===== src/rtl/rtc_core_malrm_if.sv =====
// rtc_core_malrm_if: control/status bundle between the CSR wrapper (master) and the RTC core (slave)
//   en_i, psc_i                      counting enable and prescaler divide value
//   cnt_wr_i, cnt_wdata_i            counter load
//   alrm_wr_i, alrm_idx_i,
//   alrm_cmp_i, alrm_per_i           alarm channel compare/period write
//   flag_clr_i, ie_i                 write-1-to-clear and interrupt enable per flag
//   cnt_o, tick_o, flag_o, irq_o     counter, tick pulse, sticky flags, interrupt
interface rtc_core_malrm_if #(
    parameter int CNT_W    = 32,
    parameter int PSC_W    = 20,
    parameter int NUM_ALRM = 4,
    parameter int IDX_W    = 2
);
    logic                en_i;
    logic [PSC_W-1:0]    psc_i;
    logic                cnt_wr_i;
    logic [CNT_W-1:0]    cnt_wdata_i;
    logic                alrm_wr_i;
    logic [IDX_W-1:0]    alrm_idx_i;
    logic [CNT_W-1:0]    alrm_cmp_i;
    logic [CNT_W-1:0]    alrm_per_i;
    logic [NUM_ALRM+1:0] flag_clr_i;
    logic [NUM_ALRM+1:0] ie_i;
    logic [CNT_W-1:0]    cnt_o;
    logic                tick_o;
    logic [NUM_ALRM+1:0] flag_o;
    logic                irq_o;
    modport master (
        output en_i, psc_i, cnt_wr_i, cnt_wdata_i, alrm_wr_i, alrm_idx_i,
               alrm_cmp_i, alrm_per_i, flag_clr_i, ie_i,
        input  cnt_o, tick_o, flag_o, irq_o
    );
    modport slave (
        input  en_i, psc_i, cnt_wr_i, cnt_wdata_i, alrm_wr_i, alrm_idx_i,
               alrm_cmp_i, alrm_per_i, flag_clr_i, ie_i,
        output cnt_o, tick_o, flag_o, irq_o
    );
endinterface


===== src/rtl/rtc_core_malrm.sv =====
// rtc_core_malrm: prescaled up-counter with one-shot/periodic alarm comparators, sticky flags and maskable irq
//   clk_i  core clock
//   rst_i  asynchronous active-high reset
//   bus    rtc_core_malrm_if.slave (control inputs, counter/tick/flag/irq outputs)
module rtc_core_malrm #(
    parameter int CNT_W    = 32,
    parameter int PSC_W    = 20,
    parameter int NUM_ALRM = 4,
    parameter int IDX_W    = 2
) (
    input logic              clk_i,
    input logic              rst_i,
    rtc_core_malrm_if.slave  bus
);
    logic [PSC_W-1:0]    psc_cnt;
    logic [CNT_W-1:0]    cnt;
    logic [CNT_W-1:0]    cnt_inc;
    logic                tick_q;
    logic [NUM_ALRM+1:0] flag;
    logic [CNT_W-1:0]    cmp [NUM_ALRM];
    logic [CNT_W-1:0]    per [NUM_ALRM];
    logic                tick;
    logic                adv;
    logic [NUM_ALRM-1:0] wsel;
    logic [NUM_ALRM-1:0] match;
    // >= rather than == so lowering psc_i below the running count ticks at once
    assign tick    = bus.en_i && psc_cnt >= bus.psc_i;
    // a counter load swallows a coincident tick entirely
    assign adv     = tick && !bus.cnt_wr_i;
    assign cnt_inc = cnt + 1'b1;
    // out-of-range indices decode to no channel, so they are ignored
    for (genvar k = 0; k < NUM_ALRM; k++) begin : g_ch
        assign wsel[k]  = bus.alrm_wr_i && bus.alrm_idx_i == IDX_W'(k);
        assign match[k] = adv && !wsel[k] && cnt_inc == cmp[k];
    end
    always_ff @(posedge clk_i or posedge rst_i) begin
        if (rst_i) begin
            psc_cnt <= '0;
            cnt     <= '0;
            tick_q  <= 1'b0;
            flag    <= '0;
            for (int i = 0; i < NUM_ALRM; i++) begin
                cmp[i] <= '1;
                per[i] <= '0;
            end
        end else begin
            if (bus.cnt_wr_i)
                psc_cnt <= '0;
            else if (bus.en_i)
                psc_cnt <= tick ? '0 : psc_cnt + 1'b1;
            if (bus.cnt_wr_i)
                cnt <= bus.cnt_wdata_i;
            else if (adv)
                cnt <= cnt_inc;
            tick_q <= adv;
            // set has priority over a same-cycle clear
            flag <= (flag & ~bus.flag_clr_i) | {adv, adv && (&cnt), match};
            for (int i = 0; i < NUM_ALRM; i++) begin
                if (wsel[i]) begin
                    cmp[i] <= bus.alrm_cmp_i;
                    per[i] <= bus.alrm_per_i;
                end else if (match[i] && per[i] != '0) begin
                    cmp[i] <= cmp[i] + per[i];
                end
            end
        end
    end
    assign bus.cnt_o  = cnt;
    assign bus.tick_o = tick_q;
    assign bus.flag_o = flag;
    assign bus.irq_o  = |(flag & bus.ie_i);
endmodule


===== src/flat_wrapper.sv =====
// flat-port wrapper written by rule: the top's interface ports become plain ports
module rtc_core_malrm_flat 
#(
    parameter int CNT_W    = 32,
    parameter int PSC_W    = 20,
    parameter int NUM_ALRM = 4,
    parameter int IDX_W    = 2
)
  (clk_i, rst_i, bus_en_i, bus_psc_i, bus_cnt_wr_i, bus_cnt_wdata_i, bus_alrm_wr_i, bus_alrm_idx_i, bus_alrm_cmp_i, bus_alrm_per_i, bus_flag_clr_i, bus_ie_i, bus_cnt_o, bus_tick_o, bus_flag_o, bus_irq_o);
  rtc_core_malrm_if #(.CNT_W(CNT_W), .PSC_W(PSC_W), .NUM_ALRM(NUM_ALRM), .IDX_W(IDX_W)) bus_i ();
  input logic clk_i;
  input logic rst_i;
  input wire logic [$bits(bus_i.en_i)-1:0] bus_en_i;
  input wire logic [$bits(bus_i.psc_i)-1:0] bus_psc_i;
  input wire logic [$bits(bus_i.cnt_wr_i)-1:0] bus_cnt_wr_i;
  input wire logic [$bits(bus_i.cnt_wdata_i)-1:0] bus_cnt_wdata_i;
  input wire logic [$bits(bus_i.alrm_wr_i)-1:0] bus_alrm_wr_i;
  input wire logic [$bits(bus_i.alrm_idx_i)-1:0] bus_alrm_idx_i;
  input wire logic [$bits(bus_i.alrm_cmp_i)-1:0] bus_alrm_cmp_i;
  input wire logic [$bits(bus_i.alrm_per_i)-1:0] bus_alrm_per_i;
  input wire logic [$bits(bus_i.flag_clr_i)-1:0] bus_flag_clr_i;
  input wire logic [$bits(bus_i.ie_i)-1:0] bus_ie_i;
  output wire logic [$bits(bus_i.cnt_o)-1:0] bus_cnt_o;
  output wire logic [$bits(bus_i.tick_o)-1:0] bus_tick_o;
  output wire logic [$bits(bus_i.flag_o)-1:0] bus_flag_o;
  output wire logic [$bits(bus_i.irq_o)-1:0] bus_irq_o;
  assign bus_i.en_i = bus_en_i;
  assign bus_i.psc_i = bus_psc_i;
  assign bus_i.cnt_wr_i = bus_cnt_wr_i;
  assign bus_i.cnt_wdata_i = bus_cnt_wdata_i;
  assign bus_i.alrm_wr_i = bus_alrm_wr_i;
  assign bus_i.alrm_idx_i = bus_alrm_idx_i;
  assign bus_i.alrm_cmp_i = bus_alrm_cmp_i;
  assign bus_i.alrm_per_i = bus_alrm_per_i;
  assign bus_i.flag_clr_i = bus_flag_clr_i;
  assign bus_i.ie_i = bus_ie_i;
  assign bus_cnt_o = bus_i.cnt_o;
  assign bus_tick_o = bus_i.tick_o;
  assign bus_flag_o = bus_i.flag_o;
  assign bus_irq_o = bus_i.irq_o;
  rtc_core_malrm #(.CNT_W(CNT_W), .PSC_W(PSC_W), .NUM_ALRM(NUM_ALRM), .IDX_W(IDX_W)) u_core (.clk_i(clk_i), .rst_i(rst_i), .bus(bus_i));
endmodule

===== config.mk =====
export PLATFORM = sky130hd
export DESIGN_NAME = rtc_core_malrm_flat
export DESIGN_NICKNAME = d
export VERILOG_FILES = /design/src/rtl/rtc_core_malrm_if.sv /design/src/rtl/rtc_core_malrm.sv /design/src/flat_wrapper.sv
export SDC_FILE = /design/constraint.sdc
export NUM_CORES = 1
export LEC_CHECK = 0
export BUFFER_PORTS_ARGS = -buffer_cell sky130_fd_sc_hd__buf_2
export CORE_MARGIN = 2
export CORE_UTILIZATION = 55
export CTS_CLUSTER_DIAMETER = 50
export DETAILED_ROUTE_END_ITERATION = 12
export GPL_TIMING_DRIVEN = 1
export PLACE_DENSITY = 0.74
export SYNTH_ARGS = -nofsm -noshare
export SYNTH_HDL_FRONTEND = slang
export SYNTH_SLANG_ARGS = --single-unit

===== constraint.sdc =====
create_clock -name clk_i -period 11 [get_ports clk_i]
set_input_delay 1.1 -clock clk_i [delete_from_list [all_inputs] [get_ports clk_i]]
set_output_delay 1.1 -clock clk_i [all_outputs]
set_load 0.05 [all_outputs]

---- Word level (Yosys, flattened, before mapping) ----
Cells that the tools add are included.
cells by class
  add/sub/neg operators ................... 6
  $lt $le $gt $ge ......................... 1
  equal/unequal tests ..................... 7
  multiplexer cells ....................... 13
  bitwise logic cells ..................... 4
  reduce and logical (&&, ||, !) cells .... 37
operator list
  kind                   count
  $mux 32                10
  $add 32x32->32         4
  $eq 32x32->1           4
  $reduce_bool 32->1     4
  $mux 20                3
  $add 32x1->32 const B  1
  $reduce_and 32->1      1
  $add 20x1->20 const B  1
  $ge 20x20->1           1
  $logic_and 1x1->1      19
  $and 6x6->6            2
  $reduce_bool 2->1      6
  $not 6->6              1
  $or 6x6->6             1
  $reduce_or 6->1        1
  $logic_not 1->1        5
  $eq 2x2->1 const B     2
  $eq 2x1->1 const B     1
  $logic_not 2->1        1
storage, ports and cells
  register bits ........................... 315
  output and inout port bits .............. 40
  word-level logic and storage cells ...... 80

---- Longest topological paths before layout ----
Gate-level depths: netlist (run 1).
  depth in word-level cells ............... 8
  mapped depth ............................ 17
  depth with buffers taken out ............ 14

---- Least setup slack after synthesis (run 1) ----
Ideal clock, no wire load.
  path type ............................... flip-flop to flip-flop
  from .................................... register u_core.cnt[1] (netlist: u_core.bus.cnt_o[1])
  to ...................................... register u_core.cmp[127] in the netlist's numbering
  setup time .............................. 0.077 ns
  arrival time ............................ 4.283 ns
  slack ................................... 6.640 ns
  cell stages (with the launch flop) ...... 15
  buffers on the path ..................... 3
  period minus slack after synthesis ...... 4.360 ns
  cells stage by stage .................... dfrtp_1 > ha_1 > nand3_4 > or4_1 > buf_2 > buf_6 > nor4_1 > xnor2_1 > xor2_1 > nand4_1 > or4_1 > or2_1 > clkbuf_1 > or4_1 > a31oi_1
on the way
  longest elaborated chain between the ends .. 5
RTL lines
  element                             RTL line              text
  start: declaration                  rtc_core_malrm.sv:16  logic [CNT_W-1:0] cnt;
  start signal: assignment            rtc_core_malrm.sv:52  cnt <= bus.cnt_wdata_i;
  start signal: assignment            rtc_core_malrm.sv:54  cnt <= cnt_inc;
  $add 32x1->32                       rtc_core_malrm.sv:30  assign cnt_inc = cnt + 1'b1;
  $eq 32x32->1                        rtc_core_malrm.sv:34  assign match[k] = adv && !wsel[k] && cnt_inc == cmp[k];
  $logic_and 1x1->1                   rtc_core_malrm.sv:34
  $logic_and 1x1->1                   rtc_core_malrm.sv:62  end else if (match[i] && per[i] != '0) begin
  $reduce_bool 2->1 (no source line)  --
  end signal: indexed assignment      rtc_core_malrm.sv:60  cmp[i] <= bus.alrm_cmp_i;
  end signal: indexed assignment      rtc_core_malrm.sv:63  cmp[i] <= cmp[i] + per[i];
  end: declaration                    rtc_core_malrm.sv:20  logic [CNT_W-1:0] cmp [NUM_ALRM];
Every way passes these cells.
A chain may end at the register's enable or synchronous reset.

---- Worst setup path in the final report (run 1) ----
  from .................................... register u_core.cnt[0] (netlist: u_core.bus.cnt_o[0])
  to ...................................... register u_core.cmp[12] in the netlist's numbering
The elaborated chain is that of the path after synthesis.

==> summary.md, run 1 <==
| Metric | Value |
|---|---|
| Grt peak-use layer | met2 |
| Met3 usage | 6.27% |
| Flop and latch count out of synthesis | 315 |
| Leak Pwr | 12.0 nW |
| Minimum clock period | 5.95 ns |
| Pre-CTS setup slack | 5.15 ns |
| DR WL/cell | 22.9 um |
| Fin cells | 3467 |
| DRC | 0 |
| Sequential area share after synthesis | 33.3% |
| Design area | 26900 um^2 |
| Max-slew violation count | 0 |
| Slowest-stage cell, CP | nor4_2 |
| Power Total | 5.02 mW |
| Total number of vias | 21627 |
| DRT Pass-1 Iters | 6 |
| Grt met1 use | 50.6% |
| CP endpoint kind | register |
| Vias in the first global route | 20408 |
| Most frequent cells after synthesis | nand2_1 (440), dfrtp_1 (187), nor2_1 (173) |
| WHS | 0.512 ns |
| Post-Place Cell Area | 25400 um^2 |
| Share of the synthesized area in the top cell type | 19.4% |
| CTS tree | built |
| Slew Limit Headroom | 19.7% |
| Initial DRC count | 2029 |
| CP required | 11.51 ns |
| I/O pin cnt | 175 |
| Initial antenna violation count | 2 |
| Number of core rows | 76 |
| Buffers added on ports | 174 |
| Crit path kind | register to register |
| Most common cell in the netlist | nand2_1 |
| Largest net degree at the start of global routing | 128 |
| Critical path's top delay family | simple AND/OR/NAND/NOR gates |
| Critical path cell sequence | ha_1 -> nand3_4 -> or4_1 -> nor4_2 -> nand2b_1 -> o21ai_0 -> a211oi_1 -> nand4_1 -> or4_1 -> nor2_4 -> mux2_2 |
| Post-DP HPWL | 61.7 mm |
| Hold-fix buffers at CTS | 0 |
| Drt total wl | 79.2 mm |
| # Post-CTS Setup Buffers | 0 |
| Via-to-Cell Ratio | 6.24 |
| Unique masters post-synth | 85 |
| Final Hold Viols | 0 |
| Clock Tree Buf Depth | 3 |
| Most used cell, CP | or4_1 |
| GRT met2 Usage | 53.0% |
| Global placement routability congestion | 0.992 |
| Final period util | 54.1% |
| Crit path arrival time | 6.45 ns |
| Final Skew | 0.0248 ns |
| Tightest Pin Transition | 1.19 ns |
| Chip width | 214 um |
| Reg clk slew, reported paths | 0.05 ns |
| Post-synth EDFFs | 0 |
| Clk sinks | 315 |
| # nets final | 3132 |
| Crit start category | register |
| Peak Freq | 168 MHz |
| Max-cap violations | 0 |
| P&R area growth vs syn | 11.2% |
| Setup TNS | 0 ns |
| Starting Density | 55.9% |
| FFs w/ async S/R, synth | 100% |
| Mapped cell area | 24100 um^2 |
| Syn_nets | 3020 |
| Diodes inserted | 0 |
| CTS root buffer | clkbuf_16 |
| Post-route ant nets | 0 |
| Fillers | 3768 |
| Worst Setup Slack, final | 5.05 ns |
| Die height | 214 um |
| Critical Path Max Stage Delay | 1.12 ns |
| Status | completed |
| Gate Count Post-Synth | 2735 |
| Tot GR Track Use | 34.9% |
| Clock Latency Late Sink | 0.58 ns |
| Placeable Area | 43200 um^2 |
| Syn Area/Cell | 8.83 um^2 |
| Post-layout util | 62.2% |
| VDD IR max | 0.000125 V |
| TritonCTS buffer count | 44 |
| Fraction of layout instances using a drive strength above 1 | 18.7% |
| RSZ-0062 raised after global routing | no |
| Gr ovfl total | 0 |
| H-tree depth | 2 |
| PwrDens | 187 nW/um^2 |
| Inst Count DP | 3386 |
| Final setup vio count | 0 |
| Yosys top cell by area | dfrtp_1 |
| Post-CTS Resized | 0 |
| Top FF cell, synth | dfrtp_1 |
| Ranking of synthesized cells by area | dfrtp_1 (19%), dfstp_2 (14%), ha_1 (7.6%), nand2_1 (6.8%), xnor2_1 (5.6%) |
| Die area | 45600 um^2 |
| First-pass GRT wire length | 120 mm |
| Worst path bufs/invs | 0 |
| Yosys warns | 0 |
| CP Max Fanout | 52 |
| Hold Path Class | register to register |
[registers in the layout, indices dropped and copies added, names as in the netlist]
| register | flops |
|---|---|
| u_core.bus.tick_o | 1 |
| u_core.bus.cnt_o | 32 |
| u_core.cmp | 128 |
| u_core.bus.flag_o | 6 |
| u_core.psc_cnt | 20 |
| u_core.per | 128 |
[area by class of cell]
class | count | area (um^2) | share of cell area, %
clock buffers | 59 | 1210 | 4.50
clock inverters | 22 | 292 | 1.09
inverters | 80 | 308 | 1.15
multi-input cells | 2213 | 15300 | 56.8
flip-flops and latches | 315 | 8040 | 29.9
well taps | 585 | 732 | 2.73
repair buffers | 193 | 1010 | 3.77
[logic make-up (layout without fill, tap and decap cells)]
group | after synthesis | after routing | share of synthesized area (%)
AND/OR/NAND/NOR | 1014 | 1014 | 20.3
AO/OA/AOI/OAI | 600 | 600 | 15.4
flip-flops | 315 | 315 | 33.3
XOR/XNOR | 284 | 284 | 12.0
buffers and inverters | 207 | 354 | 3.63
multiplexers | 165 | 165 | 7.44
adder cells (fa/ha/maj) | 150 | 150 | 7.90
[worst min-delay path: stages, from the launching register on]
cell and delay, ns:
dfrtp_1 0.37, nand2_1 0.06, nand2_1 0.06
[layout by cell type, fill, tap and decap left out, types with 24 or more instances in the layout]
cell type / count
o21ai_0: 159
a31oi_1: 28
inv_1: 79
xnor2_1: 154
a21oi_1: 166
nand4_1: 47
dfrtp_1: 187
a21o_1: 56
nor2_1: 172
ha_1: 146
nand2b_1: 34
xnor3_1: 30
nand3_1: 54
nor2b_1: 28
xor2_1: 100
nand2_1: 440
nor4_1: 55
dfstp_2: 128
and3_1: 24
mux2_2: 115
clkbuf_16: 44
nor3_1: 44
buf_2: 174
mux2i_1: 50
[final timing paths]
| check | end | start | slack, ns | cells past startpoint |
|---|---|---|---|---|
| max | u_core.cmp[12] | u_core.bus.cnt_o[0] | 5.05 | 11 |
| min | u_core.per[116] | u_core.per[116] | 0.51 | 2 |
| max reg2reg | u_core.cmp[12] | u_core.bus.cnt_o[0] | 5.05 | 11 |
| min reg2reg | u_core.per[116] | u_core.per[116] | 0.51 | 2 |
| max in group asynchronous | u_core.per[60] | rst_i | 8.75 | 3 |
| min in group asynchronous | u_core.bus.cnt_o[0] | rst_i | 0.69 | 2 |
[layer usage]
metal	routed length [um]	part of all wire [%]
met5	0	0
met4	2510	3.2
met3	7780	9.8
met2	34400	43
met1	34500	44
[where the power goes]
group / internal, mW / switching (mW)
logic: 0.824 / 1.00
clock network: 0.897 / 0.566
registers: 1.41 / 0.323
Power figures use the tool's default switching activity.
==> run 2, diff against run 1 <==
- PLACE_DENSITY: 0.74 -> 0.77
- clock period: 11 -> 5.05 ns (I/O delays scaled with it)
==> summary.md, run 2 (synthesis gave the netlist of run 1 again) <==
| Metric | Value |
|---|---|
| Initial DRC count | 2505 (+23%) |
| Final Hold Viols | 0 (unchanged) |
| DR WL/cell | 22.5 um (-1.7%) |
| Tightest Pin Transition | 0.997 ns (-0.198 ns) |
| Most used cell, CP | nand4_1 |
| Peak Freq | 213 MHz (+27%) |
| RSZ-0062 raised after global routing | no |
| Minimum clock period | 4.69 ns (-1.26 ns) |
| CTS root buffer | clkbuf_16 |
| CTS tree | built |
| Starting Density | 55.9% (unchanged) |
| Initial antenna violation count | 2 (unchanged) |
| Drt total wl | 78.8 mm (-0.52%) |
| Slowest-stage cell, CP | a2111oi_1 |
| Post-route ant nets | 0 (unchanged) |
| Largest net degree at the start of global routing | 164 (+28%) |
| Status | completed |
| Final period util | 92.8% (+39 points) |
| Placeable Area | 43200 um^2 (unchanged) |
| Setup TNS | 0 ns (unchanged) |
| Leak Pwr | 12.2 nW (+2.0%) |
| Via-to-Cell Ratio | 6.27 (+0.54%) |
| Global placement routability congestion | 1.08 (+8.7%) |
| P&R area growth vs syn | 12.7% |
| Commonest non-fill, non-tap cells in the layout | nand2_1 (440), dfrtp_1 (187), buf_2 (174) |
| Critical path startpoint | u_core.bus.cnt_o[3] |
| R2r endpoint | u_core.cmp[24] |
| Die height | 214 um (unchanged) |
| Final Skew | 0.0287 ns (+0.00392 ns) |
| Crit path capture | u_core.cmp[24] |
| Post-DP HPWL | 60.7 mm (-1.6%) |
| CP endpoint kind | register |
| Post-Place Cell Area | 25700 um^2 (+1.4%) |
| Vias in the first global route | 20667 (+1.3%) |
| Reg2Reg Setup Slack | 0.36 ns (-4.69 ns) |
| Critical path cell sequence | nand4_1 -> nor3_2 -> xnor2_1 -> xor2_1 -> o311ai_0 -> a2111oi_1 -> nand4_1 -> or4_1 -> nor2_4 -> buf_4 -> nor2_1 -> a21oi_1 |
| Max-slew violation count | 0 (unchanged) |
| Total number of vias | 22013 (+1.8%) |
| Buffers added on ports | 174 (unchanged) |
| Max-cap violations | 0 (unchanged) |
| VDD IR max | 0.000294 V (+140%) |
| Gr ovfl total | 0 (unchanged) |
| TritonCTS buffer count | 43 (-2.3%) |
| Post-layout util | 63.0% (+0.82 points) |
| Design area | 27200 um^2 (+1.3%) |
| Tot GR Track Use | 34.5% (-0.36 points) |
| CP Max Fanout | 24 (-54%) |
| Slew Limit Headroom | 33.6% (+14 points) |
| Fraction of layout instances using a drive strength above 1 | 20.0% (+1.4 points) |
| # nets final | 3175 (+1.4%) |
| Number of core rows | 76 (unchanged) |
| PwrDens | 399 nW/um^2 (+110%) |
| Critical Path Max Stage Delay | 0.71 ns (-0.41 ns) |
| Reg clk slew, reported paths | 0.06 ns (about the same) |
| CP required | 5.53 ns (-5.98 ns) |
| First-pass GRT wire length | 119 mm (-0.46%) |
| Final setup vio count | 0 (unchanged) |
| DRT Pass-1 Iters | 6 (unchanged) |
| Clk sinks | 315 (unchanged) |
| Clock Latency Late Sink | 0.58 ns (about the same) |
| DRC | 0 (unchanged) |
| Hold Path Class | input pin to register |
| Crit path arrival time | 5.16 ns (-1.29 ns) |
| R2R Path Start | u_core.bus.cnt_o[3] |
| I/O pin cnt | 175 (unchanged) |
| Commonest non-fill, non-tap cell in the layout | nand2_1 |
| Die area | 45600 um^2 (unchanged) |
| Crit path kind | register to register |
| H-tree depth | 2 (unchanged) |
| Crit start category | register |
| Worst Reg2Reg Path Length in Cells | 12 (+1) |
| Chip width | 214 um (unchanged) |
| Clock Tree Buf Depth | 3 (unchanged) |
[run 2: cell count changes in the layout (fill, tap and decap cells not counted), moves of 2 or more]
cell / delta
inv_6: +2
bufinv_16: -2
clkbuf_1: -6
buf_12: +3
buf_4: +40
clkinv_2: +3
[run 2: per-layer routing]
metal / vias to the layer above / GRT usage (%) / wire length [um]
met5: - / 0 / 0
met4: 0 / 12.6 / 2730
met3: 164 / 4.70 / 7650
met2: 1062 / 52.8 / 34500
met1: 10675 / 50.0 / 33900
li1: 10112 / - / -
[run 2: worst min path at each step]
stage	startpoint	cells after the start	slack (ns)	to
6_report	bus_flag_clr_i[5]	2	0.11	u_core.bus.flag_o[5]
5_1_grt	bus_flag_clr_i[4]	2	0.13	u_core.bus.flag_o[4]
4_1_cts	bus_flag_clr_i[5]	2	0.1	u_core.bus.flag_o[5]
3_5_place_dp	u_core.cmp[105]	2	0.48	u_core.cmp[105]
3_3_place_gp	u_core.cmp[105]	2	0.48	u_core.cmp[105]
2_1_floorplan	u_core.cmp[105]	2	0.46	u_core.cmp[105]
[run 2: cell type report]
class / instances / area [um^2]
inverters: 80 / 304
multi-input cells: 2213 / 15300
clock buffers: 55 / 1220
clock inverters: 24 / 254
diodes: 1 / 2.50
repair buffers: 237 / 1380
fillers: 3694 / 16000
well taps: 585 / 732
flip-flops and latches: 315 / 8040
[run 2: metrics by stage]
stage	worst slack (ns)	power [mW]	hold slack (ns)	cells
after floorplan	0.453	6.53	0.455	2735
after global placement	0.353	7.51	0.475	3429
after detailed placement	0.180	7.61	0.480	3429
after CTS	0.128	10.8	0.0955	3509
after global routing	0.117	11.4	0.131	3510
final	0.364	10.9	0.108	3510
[run 2: power by group]
| group | switching [mW] | internal (mW) | total [mW] | leakage [nW] |
|---|---|---|---|---|
| clock network | 1.26 | 1.89 | 3.15 | 0.729 |
| registers | 0.604 | 3.06 | 3.66 | 3.67 |
| logic | 2.23 | 1.81 | 4.05 | 7.84 |
| total | 4.09 | 6.77 | 10.9 | 12.2 |
[run 2: repair_timing]
action,in CTS,in global routing
endpoints found under the setup margin,0,19
hold endpoints to repair,10,0
buffers inserted,0,0
hold buffers,1,0
gates resized for setup,0,2
[run 2: worst max-delay path: cells and delay by family (launching register included)]
kind,cells,cell delay [ns]
XOR/XNOR,2,0.58
flip-flops,1,0.57
AO/OA/AOI/OAI,3,1.01
buffers and inverters,1,0.27
AND/OR/NAND/NOR,6,2.16
